<file path="src/rtl/uart_cmd_responder.sv">
// uart_cmd_responder
//   Command responder on the parallel side of a UART. It decodes the received
//   byte stream into write frames {WR_CMD, addr, data} and read frames
//   {RD_CMD, addr} against an internal register file. Read data goes back out
//   through the transmitter's parallel input.
//
// Ports
//   CLK       in   system clock, rising edge
//   RST       in   asynchronous reset, active low
//   RX_OUT_P  in   received byte
//   RX_OUT_V  in   received-byte strobe, one-cycle pulse per byte
//   TX_OUT_B  in   transmitter busy
//   TX_IN_P   out  byte to transmit; held until the next send
//   TX_IN_V   out  transmit request, one-cycle pulse
//   WR_DONE   out  one-cycle pulse, cycle after a register write commits
//   DROP      out  one-cycle pulse, cycle after a received byte is discarded
module uart_cmd_responder #(
  parameter int                    DATA_WIDTH = 8,
  parameter int                    ADDR_WIDTH = 4,
  parameter logic [DATA_WIDTH-1:0] WR_CMD     = 8'hAA,
  parameter logic [DATA_WIDTH-1:0] RD_CMD     = 8'hBB
) (
  input  logic                  CLK,
  input  logic                  RST,
  input  logic [DATA_WIDTH-1:0] RX_OUT_P,
  input  logic                  RX_OUT_V,
  input  logic                  TX_OUT_B,
  output logic [DATA_WIDTH-1:0] TX_IN_P,
  output logic                  TX_IN_V,
  output logic                  WR_DONE,
  output logic                  DROP
);

  localparam int DEPTH = 2 ** ADDR_WIDTH;

  typedef enum logic [2:0] {
    IDLE, WR_ADDR, WR_DATA, RD_ADDR, RD_SEND, RD_WAIT
  } state_e;

  state_e                  state_q, state_d;
  logic [ADDR_WIDTH-1:0]   addr_q, addr_d;
  logic [DATA_WIDTH-1:0]   tx_p_q, tx_p_d;
  logic                    tx_v_q, tx_v_d;
  logic                    wr_done_q, wr_done_d;
  logic                    drop_q, drop_d;
  logic                    wr_en;
  logic [DATA_WIDTH-1:0]   mem_q [DEPTH];

  // Next-state / output decode. Opcode values are only meaningful in IDLE;
  // in the address and data states every byte is payload.
  always_comb begin
    state_d   = state_q;
    addr_d    = addr_q;
    tx_p_d    = tx_p_q;
    tx_v_d    = 1'b0;
    wr_done_d = 1'b0;
    drop_d    = 1'b0;
    wr_en     = 1'b0;
    case (state_q)
      IDLE: begin
        if (RX_OUT_V) begin
          if (RX_OUT_P == WR_CMD)      state_d = WR_ADDR;
          else if (RX_OUT_P == RD_CMD) state_d = RD_ADDR;
          else                         drop_d  = 1'b1;
        end
      end
      WR_ADDR: begin
        if (RX_OUT_V) begin
          addr_d  = RX_OUT_P[ADDR_WIDTH-1:0];  // upper address bits wrap
          state_d = WR_DATA;
        end
      end
      WR_DATA: begin
        if (RX_OUT_V) begin
          wr_en     = 1'b1;
          wr_done_d = 1'b1;
          state_d   = IDLE;
        end
      end
      RD_ADDR: begin
        if (RX_OUT_V) begin
          addr_d  = RX_OUT_P[ADDR_WIDTH-1:0];
          state_d = RD_SEND;
        end
      end
      RD_SEND: begin
        // Incoming bytes are discarded while a response is pending; the send
        // itself proceeds regardless of RX activity.
        drop_d = RX_OUT_V;
        if (!TX_OUT_B) begin
          tx_v_d  = 1'b1;
          tx_p_d  = mem_q[addr_q];
          state_d = RD_WAIT;
        end
      end
      RD_WAIT: begin
        // Stay here until the transmitter reports busy, so a second request
        // can never be issued before the first one was taken.
        drop_d = RX_OUT_V;
        if (TX_OUT_B) state_d = IDLE;
      end
      default: state_d = IDLE;
    endcase
  end

  always_ff @(posedge CLK or negedge RST) begin
    if (!RST) begin
      state_q   <= IDLE;
      addr_q    <= '0;
      tx_p_q    <= '0;
      tx_v_q    <= 1'b0;
      wr_done_q <= 1'b0;
      drop_q    <= 1'b0;
    end else begin
      state_q   <= state_d;
      addr_q    <= addr_d;
      tx_p_q    <= tx_p_d;
      tx_v_q    <= tx_v_d;
      wr_done_q <= wr_done_d;
      drop_q    <= drop_d;
    end
  end

  // Register file; cleared by reset so an abandoned session leaves no state.
  always_ff @(posedge CLK or negedge RST) begin
    if (!RST) begin
      for (int i = 0; i < DEPTH; i++) mem_q[i] <= '0;
    end else if (wr_en) begin
      mem_q[addr_q] <= RX_OUT_P;
    end
  end

  assign TX_IN_P = tx_p_q;
  assign TX_IN_V = tx_v_q;
  assign WR_DONE = wr_done_q;
  assign DROP    = drop_q;

endmodule
</file>
<file path="config.mk">
export PLATFORM = sky130hd
export DESIGN_NAME = uart_cmd_responder
export DESIGN_NICKNAME = d
export VERILOG_FILES = /design/src/rtl/uart_cmd_responder.sv
export SDC_FILE = /design/constraint.sdc
export NUM_CORES = 1
export LEC_CHECK = 0
export CORE_MARGIN = 1.5
export CORE_UTILIZATION = 63
export CTS_BUF_LIST = sky130_fd_sc_hd__clkbuf_4 sky130_fd_sc_hd__clkbuf_8
export DETAILED_ROUTE_END_ITERATION = 7
export PLACE_DENSITY = 0.88
export REMOVE_ABC_BUFFERS = 1
export SLEW_MARGIN = 10
export SYNTH_ARGS = -nofsm -noshare
export SYNTH_HDL_FRONTEND = slang
export SYNTH_SLANG_ARGS = --single-unit
</file>
<file path="constraint.sdc">
create_clock -name CLK -period 2.5 [get_ports CLK]
set_input_delay 0.5 -clock CLK [delete_from_list [all_inputs] [get_ports CLK]]
set_output_delay 0.5 -clock CLK [all_outputs]
set_load 0.05 [all_outputs]
</file>
Yosys cells after proc, flatten, opt, wreduce, memory -nomap -nowiden
Index checks and enable logic that the tools add are counted.

Add/sub/neg operators: 0. $mul: 0. Div/mod/pow operators: 0. Magnitude comparators: 2. Equality and inequality tests: 14. Shift operators: 0. Multiplexer cells: 23. Bitwise logic cells: 2. Reduce and logical (&&, ||, !) cells: 7.

Operators with widths (count): $bwmux 128 (1); $bmux 8 s4 (1); $demux 8 s4 (1); $mux 3 (8); $mux 8 (3); $pmux 3 s6 (1); $eq 8x8->1 const B (2); $ne 2x2->1 const B (6); $mux 1 (7); $reduce_and 7->1 (1); $eq 3x2->1 const B (2); $eq 3x3->1 const B (2); $ge 5x5->1 const B (1); $lt 5x1->1 const B (1); $not 4->5 (1); $reduce_and 2->1 (2); $reduce_or 2->1 (2); $eq 3x1->1 const B (1); $logic_not 3->1 (1); $ne 3x3->1 const B (1); $pmux 1 s2 (1); $logic_and 1x1->1 (1); $not 1->1 (1).

Bits in registers: 146. Bits in latches: 0. Bits in writable memories: 0. Memory bits (read-only): 0. Input bits: 12. Output and inout port bits: 11. Logic and storage cells: 70. Memories kept: 0.

Depth between registers and ports, before layout
Gate-level depths: netlist (run 1).

Depth in word-level cells: 6. Mapped depth: 7. Depth with buffers taken out: 5.

Worst setup path before layout (run 1)
Ideal clock, no wire load.

Path type: register -> register. From: register addr_q[1]. To: register tx_p_q[4] (netlist: TX_IN_P[4]). Setup time: 0.138 ns. Arrival time: 1.838 ns. Slack: 0.524 ns. Stages on the path, launching flop included: 8. Path buffers: 3. Clock period less this slack: 1.976 ns. Path through: dfrtp_1 > clkbuf_1 > buf_2 > buf_2 > mux4_2 > mux2_2 > a22oi_1 > o31ai_1.

Longest elaborated chain between the ends: 4.

Ends and longest elaborated chain: from (decl) (line 41) `logic [ADDR_WIDTH-1:0] addr_q, addr_d;`; from (signal assigned) (line 116) `addr_q <= addr_d;`; $not 4->5 (implied by the code) (line 92) `tx_p_d = mem_q[addr_q];`; $bmux 8 s4 (line 92); $mux 8 (implied by the code) (2 in series) (line 92); to (signal assigned) (line 117) `tx_p_q <= tx_p_d;`; to (decl) (line 42) `logic [DATA_WIDTH-1:0] tx_p_q, tx_p_d;`.

Every way passes these cells. The select of a mux whose other input is x is not followed. A chain may end at the register's enable or synchronous reset.

Worst setup path in the final report (run 1)
From: register addr_q[1]. To: register tx_p_q[7] (netlist: TX_IN_P[7]).

The elaborated chain is that of the path after synthesis.

==> impl_metrics.py, run 1 <==
metrics = {
    "outcome": {
        "status": "completed",
    },
    "cells_and_area": {
        "diodes": 0,
        "fill_cells": 610,
        "drive_gt1_share_pct": 49.6,
        "area_delta_synth_final_pct": 16.0,
        "finalNetCount": 505,
    },
    "setup_path": {
        "reg2reg_depth": 5,
        "cp_slowest_cell": "dfrtp_1",
        "slowest_delay_ns": 0.81,
        "regToRegSetupSlack_ns": 0.32,
        "crit_fanout": 16,
        "reg2reg_to": "TX_IN_P[7]$_DFFE_PN0P_",
        "critPathRequiredTime_ns": 2.81,
        "endpoint_kind": "flop",
        "crit_type": "reg2reg",
        "rr_startpoint": "addr_q[1]$_DFFE_PN0P_",
        "path_delay_family": "flip-flops",
        "crit_chain": "buf_4 -> mux4_2 -> mux2_2 -> a22oi_1 -> o31ai_1",
        "startpoint_type": "flop",
        "arrival_ns": 2.49,
        "path_buf_inv": 1,
    },
    "cts": {
        "cts.clk_slew.worst_paths_ns": 0.07,
        "cts_buffers": 17,
        "postCtsSetupBuffers": 0,
        "cts-root-buf": "clkbuf_8",
        "clk_latency_ns": 0.44,
        "h-tree-depth": 4,
        "cts_tree": "yes",
        "clockBufferDepth": 2,
        "numClockSinks": 146,
    },
    "grt": {
        "grt_pass1_wl_um": 24300,
        "antenna_found_initial": 0,
        "overflow": 0,
        "grt_max_degree": 69,
        "grt_pass1_vias": 4306,
        "track_usage_pct": 29.7,
    },
    "min_path": {
        "hp-start": "mem_q[101]$_DFFE_PN0P_",
        "hold_depth": 1,
        "worstHoldEndpoint": "mem_q[101]$_DFFE_PN0P_",
        "hold_path_class": "reg2reg",
    },
    "power": {
        "p_leak_nw": 3.64,
        "powerDensity_nw_per_um2": 1180,
        "ir_drop_mv": 0.564,
    },
    "sta": {
        "hold_viol": 0,
        "final-setup-viol-count": 0,
        "finalCritPeriodShare_pct": 87.3,
        "fmax_ghz": 0.458,
        "fin_tns_setup_ns": 0,
        "period_minus_slack_ns": 2.18,
        "slew_headroom_pct": 52.4,
        "final.setup.worst_slack_ns": 0.318,
        "slew_viol_final": 0,
        "skew_ns": 0.0118,
        "grt_setup_unrepaired": "false",
        "worst_slew_pin_slew_ns": 0.714,
    },
    "detailed_routing": {
        "drc": 0,
        "wl_per_cell_um": 23.4,
        "avgViaCountPerCell": 6.35,
        "drt_iter0_markers": 229,
        "vias": 4078,
        "firstDrtPassIters": 7,
        "drt_wl_total_um": 15000,
        "drtAntennaViolNets": 0,
    },
    "logic_synthesis": {
        "synth_seq_area_share_pct": 54.9,
        "postSynthAreaPerCell_um2": 15.1,
        "ys_types": 35,
        "netlist.area_leader.share_pct": 54.9,
        "synthTopCellsByArea": "dfrtp_1 55%, mux2_2 24%, mux4_2 9.1%",
        "synth-seq-cells": 146,
        "syn_area_um2": 6650,
        "postSynthCellCount": 441,
        "ys_warn_count": 0,
        "yosysTopAreaCell": "dfrtp_1",
    },
    "placed_design": {
        "gp_congestion": 0.802,
        "port_buffers": 22,
        "dp_hpwl_um": 9850,
        "place_ws_ns": 0.0185,
    },
    "floorplanning": {
        "fp.dieArea_um2": 11200,
        "num_io_pins": 23,
        "initial_core_util_pct": 64.7,
        "die_w_um": 106,
        "die_y_um": 106,
        "core_area_um2": 10300,
        "rows": 37,
    },
    "flow_run": {
        "max_cap_viol_count": 0,
    },
}
kinds of logic after synthesis:
kind of cell	count (synthesis)	share of synthesized area (%)
XOR/XNOR	2	0.264
AND/OR/NAND/NOR	50	4.69
flip-flops	146	54.9
multiplexers	182	35.1
AO/OA/AOI/OAI	24	2.62
buffers and inverters	37	2.35
cells in the mapped netlist:
cell	instances
dfrtp_1	146
mux2_2	141
mux4_2	27
clkbuf_1	18
nand2_1	15
mux2i_1	14
a22oi_1	12
buf_2	10
nor2_1	6
inv_1	5
o211ai_1	5
and3_1	3
nand2_2	3
nand3_1	3
nor2b_1	3
nor3b_1	3
o31ai_1	3
buf_1	2
nand4b_1	2
nor3_1	2
nor3_4	2
o21ai_0	2
xnor2_1	2
a21oi_1	1
a22o_1	1
and2_1	1
and4b_1	1
buf_4	1
clkbuf_2	1
nand2b_1	1
nand4bb_4	1
nor2_2	1
or2_2	1
or3_1	1
or4b_1	1
worst max-delay path by stage:
| stage | from | end | cells after the start |
|---|---|---|---|
| 2_1_floorplan | addr_q[2]$_DFFE_PN0P_ | mem_q[88]$_DFFE_PN0P_ | 3 |
| 3_3_place_gp | RX_OUT_V | mem_q[94]$_DFFE_PN0P_ | 6 |
| 3_5_place_dp | RX_OUT_V | mem_q[90]$_DFFE_PN0P_ | 6 |
| 4_1_cts | TX_IN_P[5]$_DFFE_PN0P_ | TX_IN_P[5] | 1 |
| 5_1_grt | addr_q[1]$_DFFE_PN0P_ | TX_IN_P[7]$_DFFE_PN0P_ | 5 |
| 6_report | addr_q[1]$_DFFE_PN0P_ | TX_IN_P[7]$_DFFE_PN0P_ | 5 |
layout make-up:
type,instances,area [um2],share of cell area [%]
Sequential cell,146,3650,47.4
Multi-Input combinational cell,258,2840,36.8
Timing Repair Buffer,65,572,7.41
Clock buffer,21,277,3.59
Clock inverter,11,183,2.37
Tap cell,136,170,2.21
Inverter,5,18.8,0.243
sequential cells by signal, summed over array words and instances, names as in the netlist:
name,count
mem_q,128
TX_IN_P,8
addr_q,4
state_q,3
DROP,1
TX_IN_V,1
WR_DONE,1
stage by stage:
| step | cell area [um2] | util [%] | hold slack (ns) | power [mW] | std cells |
|---|---|---|---|---|---|
| final | 7710 | 75.0 | 0.501 | 9.07 | 642 |
| after global routing | 7710 | 75.0 | 0.518 | 9.49 | 642 |
| after CTS | 7710 | 75.0 | 0.504 | 9.08 | 642 |
| after detailed placement | 7240 | 70.5 | 0.476 | 6.94 | 609 |
| after global placement | 7240 | 70.5 | 0.472 | 6.73 | 609 |
| after floorplan | 6510 | - | 0.204 | 5.94 | 409 |
layer usage:
layer  track usage, %  vias to the layer above  share of wire, %  wire [um]
li1                 -                     1739                 -          -
met1             39.7                     2144                40       6040
met2             46.3                      157                50       7560
met3             7.17                       38               6.3        944
met4             13.9                        0               3.3        502
met5                0                        -                 0          0
cells in the final DEF, fill, tap and decap left out, types with 2 or more instances in the layout:
cell type / Yosys / final
mux2_2: 141 / 141
nand4b_1: 2 / 2
buf_4: 1 / 40
mux4_2: 27 / 27
mux2i_1: 14 / 14
nand2_2: 3 / 3
bufinv_16: 0 / 5
xnor2_1: 2 / 2
and3_1: 3 / 3
clkbuf_4: 0 / 2
clkbuf_8: 0 / 19
clkinv_2: 0 / 5
a22oi_1: 12 / 12
inv_1: 5 / 5
nor3_1: 2 / 2
nor3b_1: 3 / 3
buf_12: 0 / 2
o31ai_1: 3 / 3
nand2_1: 15 / 15
nor2b_1: 3 / 3
nor3_4: 2 / 2
o211ai_1: 5 / 5
dfrtp_1: 146 / 146
nor2_1: 6 / 6
nand3_1: 3 / 3
clkdlybuf4s50_1: 0 / 21
o21ai_0: 2 / 2
worst reg2reg max path: cells and delay by family, from the launching register on:
family | cells | cell delay, ns
flops | 1 | 0.81
compound gates | 2 | 0.28
buf+inv | 1 | 0.35
mux | 2 | 0.63
report_power, final:
part	total (mW)	leakage, nW	switching (mW)	internal, mW
sequential	3.90	1.93	0.655	3.25
combinational	3.06	1.47	1.33	1.73
clock	2.10	0.236	0.849	1.25
total	9.07	3.64	2.83	6.24
what timing repair did:
| action | 4_1_cts | 5_1_grt |
|---|---|---|
| hold buffers | 1 | 0 |
| endpoints found under the hold margin | 25 | 0 |
| gates resized for setup | 0 | 0 |
Power figures use the tool's default switching activity.
==> run 2: changes to the inputs <==
--- a/config.mk
+++ b/config.mk
@@ -5,11 +5,12 @@
 export SDC_FILE = /design/constraint.sdc
 export NUM_CORES = 1
 export LEC_CHECK = 0
+export CAP_MARGIN = 40
 export CORE_MARGIN = 1.5
-export CORE_UTILIZATION = 63
+export CORE_UTILIZATION = 55
 export CTS_BUF_LIST = sky130_fd_sc_hd__clkbuf_4 sky130_fd_sc_hd__clkbuf_8
 export DETAILED_ROUTE_END_ITERATION = 7
-export PLACE_DENSITY = 0.88
+export PLACE_DENSITY = 0.79
 export REMOVE_ABC_BUFFERS = 1
 export SLEW_MARGIN = 10
 export SYNTH_ARGS = -nofsm -noshare
==> run 2 against run 1 <==
Compared with the run above:
- fmax increased by 0.44%
- clock power decreased by 11%
- total power decreased by 4.1%
- final cell count decreased by 0.31%
- critical path type is now reg2out
- largest cell class unchanged
- largest power group unchanged
==> impl_metrics.py, run 2 (synthesized netlist as in run 1, its figures left out) <==
metrics = {
    "detailed_routing": {
        "routed.top_layer": "met4",
        "met1_length_um": 6260,
        "met2WireLength_um": 6670,
        "avgViaCountPerCell": 6.12,
        "route.met3.wl_um": 726,
        "drtAntennaViolNets": 0,
        "vias": 3915,
        "wl_per_cell_um": 21.8,
        "drt_iter0_markers": 200,
        "drt_wl_total_um": 14000,
        "firstDrtPassIters": 4,
        "drc": 0,
    },
    "power": {
        "swShare_pct": 31.9,
        "switchingPower_mw": 2.77,
        "power.internal_mw": 5.93,
        "clkPwrFrac_pct": 21.3,
        "comb_power_share_pct": 34.3,
        "powerDensity_nw_per_um2": 1140,
        "ir_drop_mv": 0.488,
        "power_frac_seq_pct": 44.3,
        "p_leak_nw": 3.57,
    },
    "grt": {
        "grt_pass1_wl_um": 23500,
        "track_usage_pct": 24.7,
        "grt_max_degree": 55,
        "overflow": 0,
        "antenna_found_initial": 0,
        "grt_pass1_vias": 4180,
    },
    "floorplanning": {
        "initial_core_util_pct": 57.3,
        "fp.dieArea_um2": 12800,
        "die_w_um": 113,
        "num_io_pins": 23,
        "rows": 39,
        "die_y_um": 113,
        "core_area_um2": 11600,
    },
    "placed_design": {
        "port_buffers": 22,
        "gp_congestion": 0.813,
        "placed_area_um2": 7210,
        "dp_hpwl_um": 9520,
    },
    "cells_and_area": {
        "largest_register_ffs": 128,
        "drive_gt1_share_pct": 48.7,
        "most-common-layout-cells": "146 x dfrtp_1, 141 x mux2_2, 29 x buf_4",
        "diodes": 0,
        "final_common_cell": "dfrtp_1",
        "area_delta_synth_final_pct": 14.6,
        "top_register": "mem_q",
        "finalNetCount": 496,
        "design_area_um2": 7620,
    },
    "cts": {
        "clk_latency_ns": 0.46,
        "cts.clk_slew.worst_paths_ns": 0.07,
        "h-tree-depth": 4,
        "numClockSinks": 146,
        "postCtsSetupBuffers": 0,
        "clockBufferDepth": 2,
        "cts-resized-gates": 0,
        "cts-root-buf": "clkbuf_8",
        "cts_buffers": 17,
        "hold_buffers": 1,
        "cts_tree": "yes",
    },
    "sta": {
        "hold_viol": 0,
        "grt_setup_unrepaired": "false",
        "worst_slew_pin_slew_ns": 0.621,
        "fmax_ghz": 0.460,
        "period_minus_slack_ns": 2.17,
        "slew_headroom_pct": 58.6,
        "finalCritPeriodShare_pct": 86.9,
        "skew_ns": 0.00830,
        "fin_tns_setup_ns": 0,
        "final-setup-viol-count": 0,
        "slew_viol_final": 0,
    },
    "setup_path": {
        "crit_chain": "clkdlybuf4s50_1",
        "regToRegSetupSlack_ns": 0.38,
        "path_delay_family": "buffers and inverters",
        "startpoint": "TX_IN_P[5]$_DFFE_PN0P_",
        "endpoint_kind": "output port",
        "crit_fanout": 2,
        "startpoint_type": "flop",
        "slowest_delay_ns": 0.82,
        "critPathRequiredTime_ns": 2.00,
        "rr_startpoint": "addr_q[1]$_DFFE_PN0P_",
        "path_buf_inv": 1,
        "reg2reg_depth": 5,
        "arrival_ns": 1.67,
        "crit_type": "reg2out",
        "reg2reg_to": "TX_IN_P[7]$_DFFE_PN0P_",
        "cp_slowest_cell": "clkdlybuf4s50_1",
    },
    "min_path": {
        "hp-start": "mem_q[72]$_DFFE_PN0P_",
        "worstHoldEndpoint": "mem_q[72]$_DFFE_PN0P_",
        "hold_depth": 1,
        "hold_path_class": "reg2reg",
    },
    "flow_run": {
        "max_cap_viol_count": 0,
    },
    "outcome": {
        "status": "completed",
    },
}
[run 2: changes by cell type in the layout (fill, tap and decap cells not counted), sizes merged]
| cell | previous run | this run |
|---|---|---|
| clkbuf | 21 | 20 |
| clkinv | 5 | 6 |
| buf | 43 | 34 |
| clkinvlp | 1 | 3 |
| bufinv | 5 | 2 |
| inv | 5 | 6 |
[run 2: final cells by class]
class / count / area, um2
Sequential cell: 146 / 3650
Clock inverter: 12 / 133
Timing Repair Buffer: 56 / 529
Fill cell: 824 / 3990
Clock buffer: 20 / 269
Multi-Input combinational cell: 258 / 2840
Tap cell: 143 / 179
Inverter: 5 / 18.8
[run 2: worst max-delay path by stage]
stage | cells after the start | slack (ns) | to
after floorplan | 3 | 0.04 | mem_q[88]$_DFFE_PN0P_
after global placement | 6 | 0.06 | mem_q[92]$_DFFE_PN0P_
after detailed placement | 6 | 0.03 | mem_q[93]$_DFFE_PN0P_
after global routing | 5 | 0.24 | TX_IN_P[4]$_DFFE_PN0P_
final | 1 | 0.33 | TX_IN_P[5]
after CTS | 1 | 0.30 | TX_IN_P[2]
[run 2: power groups by stage]
stage                     combinational (mW)  clock (mW)  sequential, mW
final                                   2.99        1.86            3.86
after global placement                  2.92           0            3.83
after detailed placement                3.02           0            3.89
after CTS                               3.03        1.89            3.85
after global routing                    3.23        1.98            3.97
after floorplan                         1.92           0            4.02
[run 2: per-layer routing]
metal | track usage, % | up-vias
met5 | 0 | -
met4 | 8.50 | 0
met3 | 5.84 | 25
met2 | 38.4 | 98
met1 | 34.8 | 2075
li1 | - | 1717
[run 2: metrics by stage]
stage	setup WS [ns]	cells	util (%)	hold WS, ns	total power, mW
2_1_floorplan	0.0392	409	-	0.204	5.94
4_1_cts	0.304	640	65.6	0.505	8.76
5_1_grt	0.243	640	65.6	0.514	9.18
6_report	0.327	640	65.6	0.503	8.70
3_3_place_gp	0.0585	607	62.1	0.477	6.75
3_5_place_dp	0.0282	607	62.1	0.488	6.91
==> run 3: changes to the inputs <==
==> constraint.sdc (replaced) <==
create_clock -name CLK -period 2.15 [get_ports CLK]
set_input_delay 0.43 -clock CLK [delete_from_list [all_inputs] [get_ports CLK]]
set_output_delay 0.43 -clock CLK [all_outputs]
set_load 0.05 [all_outputs]
==> run 3 against run 2 <==
Compared with the run above:
- die area stayed put
- hold slack worse by 0.0045 ns
- sequential share of layout area is 1.2 points lower
- count of clock-buffer cells in the layout is 4 higher
- routed wire length is 3.1% higher
- total power is 21% higher
- largest cell class unchanged
==> impl_metrics.py, run 3 (synthesized netlist as in run 1, its figures left out) <==
metrics = {
    "setup_path": {
        "crit_type": "reg2out",
        "slowest_delay_ns": 0.82,
        "crit_fanout": 2,
        "crit_chain": "clkdlybuf4s50_1",
        "startpoint_type": "flop",
        "arrival_ns": 1.64,
        "critPathRequiredTime_ns": 1.72,
        "path_delay_family": "buffers and inverters",
        "path_buf_inv": 1,
        "cp_slowest_cell": "clkdlybuf4s50_1",
        "startpoint": "TX_IN_P[5]$_DFFE_PN0P_",
        "rr_startpoint": "state_q[2]$_DFFE_PN0P_",
        "endpoint_kind": "output port",
    },
    "floorplanning": {
        "rows": 39,
        "die_y_um": 113,
        "core_area_um2": 11600,
        "fp.dieArea_um2": 12800,
        "num_io_pins": 23,
        "initial_core_util_pct": 57.3,
        "die_w_um": 113,
    },
    "power": {
        "ir_drop_mv": 0.580,
        "powerDensity_nw_per_um2": 1350,
        "p_leak_nw": 3.68,
    },
    "sta": {
        "final-setup-viol-count": 0,
        "fmax_ghz": 0.483,
        "slew_headroom_pct": 66.3,
        "grt_setup_unrepaired": "false",
        "period_minus_slack_ns": 2.07,
        "fin_tns_setup_ns": 0,
        "hold_viol": 0,
        "worst_slew_pin_slew_ns": 0.503,
        "slew_viol_final": 0,
        "skew_ns": 0.0106,
        "finalCritPeriodShare_pct": 96.3,
    },
    "detailed_routing": {
        "drc": 0,
        "vias": 4011,
        "firstDrtPassIters": 4,
        "drtAntennaViolNets": 0,
        "avgViaCountPerCell": 6.15,
        "drt_wl_total_um": 14400,
        "drt_iter0_markers": 263,
        "wl_per_cell_um": 22.1,
    },
    "flow_run": {
        "max_cap_viol_count": 0,
    },
    "grt": {
        "antenna_found_initial": 0,
        "grt_pass1_vias": 4267,
        "track_usage_pct": 24.9,
        "grt_pass1_wl_um": 23800,
        "overflow": 0,
        "grt_max_degree": 53,
    },
    "cts": {
        "numClockSinks": 146,
        "cts.clk_slew.worst_paths_ns": 0.07,
        "clk_latency_ns": 0.43,
        "cts_tree": "yes",
        "cts-root-buf": "clkbuf_8",
        "cts_buffers": 17,
        "h-tree-depth": 4,
        "clockBufferDepth": 2,
    },
    "cells_and_area": {
        "top_register": "mem_q",
        "finalNetCount": 508,
        "final_common_cell": "dfrtp_1",
        "largest_register_ffs": 128,
        "most-common-layout-cells": "146 x dfrtp_1, 141 x mux2_2, 39 x buf_4",
        "fill_cells": 810,
        "area_delta_synth_final_pct": 17.5,
        "design_area_um2": 7820,
        "multi_input_area_um2": 2840,
        "diodes": 0,
        "instances_no_fill": 652,
        "regArea_um2": 3650,
        "drive_gt1_share_pct": 50.1,
    },
    "placed_design": {
        "placed_area_um2": 7320,
        "dp_hpwl_um": 9760,
        "gp_congestion": 0.807,
        "dp_cells": 619,
        "port_buffers": 22,
    },
    "min_path": {
        "hold_path_class": "in2async",
    },
    "outcome": {
        "status": "completed",
    },
}
[run 3: timing repair]
item / CTS / global route
resized for setup: 0 / 1
endpoints found under the hold margin: 46 / 0
endpoints found under the setup margin: 0 / 2
setup buffers: 0 / 0
hold buffers: 1 / 0
[run 3: report_power, final]
part           switching (mW)  internal [mW]  total (mW)
Combinational            1.53           2.07        3.60
Clock                   0.989           1.48        2.47
Sequential              0.683           3.78        4.46
Total                    3.20           7.33        10.5
[run 3: final timing paths]
path                                               to  slack [ns]  depth (start not counted)
min in group CLK                mem_q[68]$_DFFE_PN0P_        0.50                          1
worst min register to register  mem_q[68]$_DFFE_PN0P_        0.50                          1
worst max-delay path                       TX_IN_P[5]        0.08                          1
worst min-delay path            mem_q[68]$_DFFE_PN0P_        0.50                          2
worst max register to register  mem_q[40]$_DFFE_PN0P_        0.18                          5
max in group asynchronous       mem_q[88]$_DFFE_PN0P_        1.03                          3
[run 3: stage by stage]
step	utilization [%]	power [mW]	hold WS [ns]	worst slack, ns
5_1_grt	67.3	11.1	0.518	0.0161
4_1_cts	67.2	10.6	0.494	0.0552
2_1_floorplan	-	6.91	0.134	-0.311
3_3_place_gp	63.1	7.92	0.380	-0.195
6_report	67.3	10.5	0.498	0.0799
3_5_place_dp	63.1	8.10	0.392	-0.242
[run 3: area by class of cell]
type / instances / area share [%]
timing repair buffer: 68 / 8.25
multi-input combinational: 258 / 36.4
tap: 143 / 2.29
inverter: 5 / 0.240
clock inverter: 8 / 1.86
clock buffer: 24 / 4.23
sequential: 146 / 46.7
[run 3: routing by layer]
metal / GRT usage [%] / routed length (um) / up-vias
met2: 38.4 / 6840 / 117
li1: - / - / 1740
met4: 8.00 / 291 / 0
met1: 35.0 / 6590 / 2130
met3: 6.75 / 678 / 24
met5: 0 / 0 / -
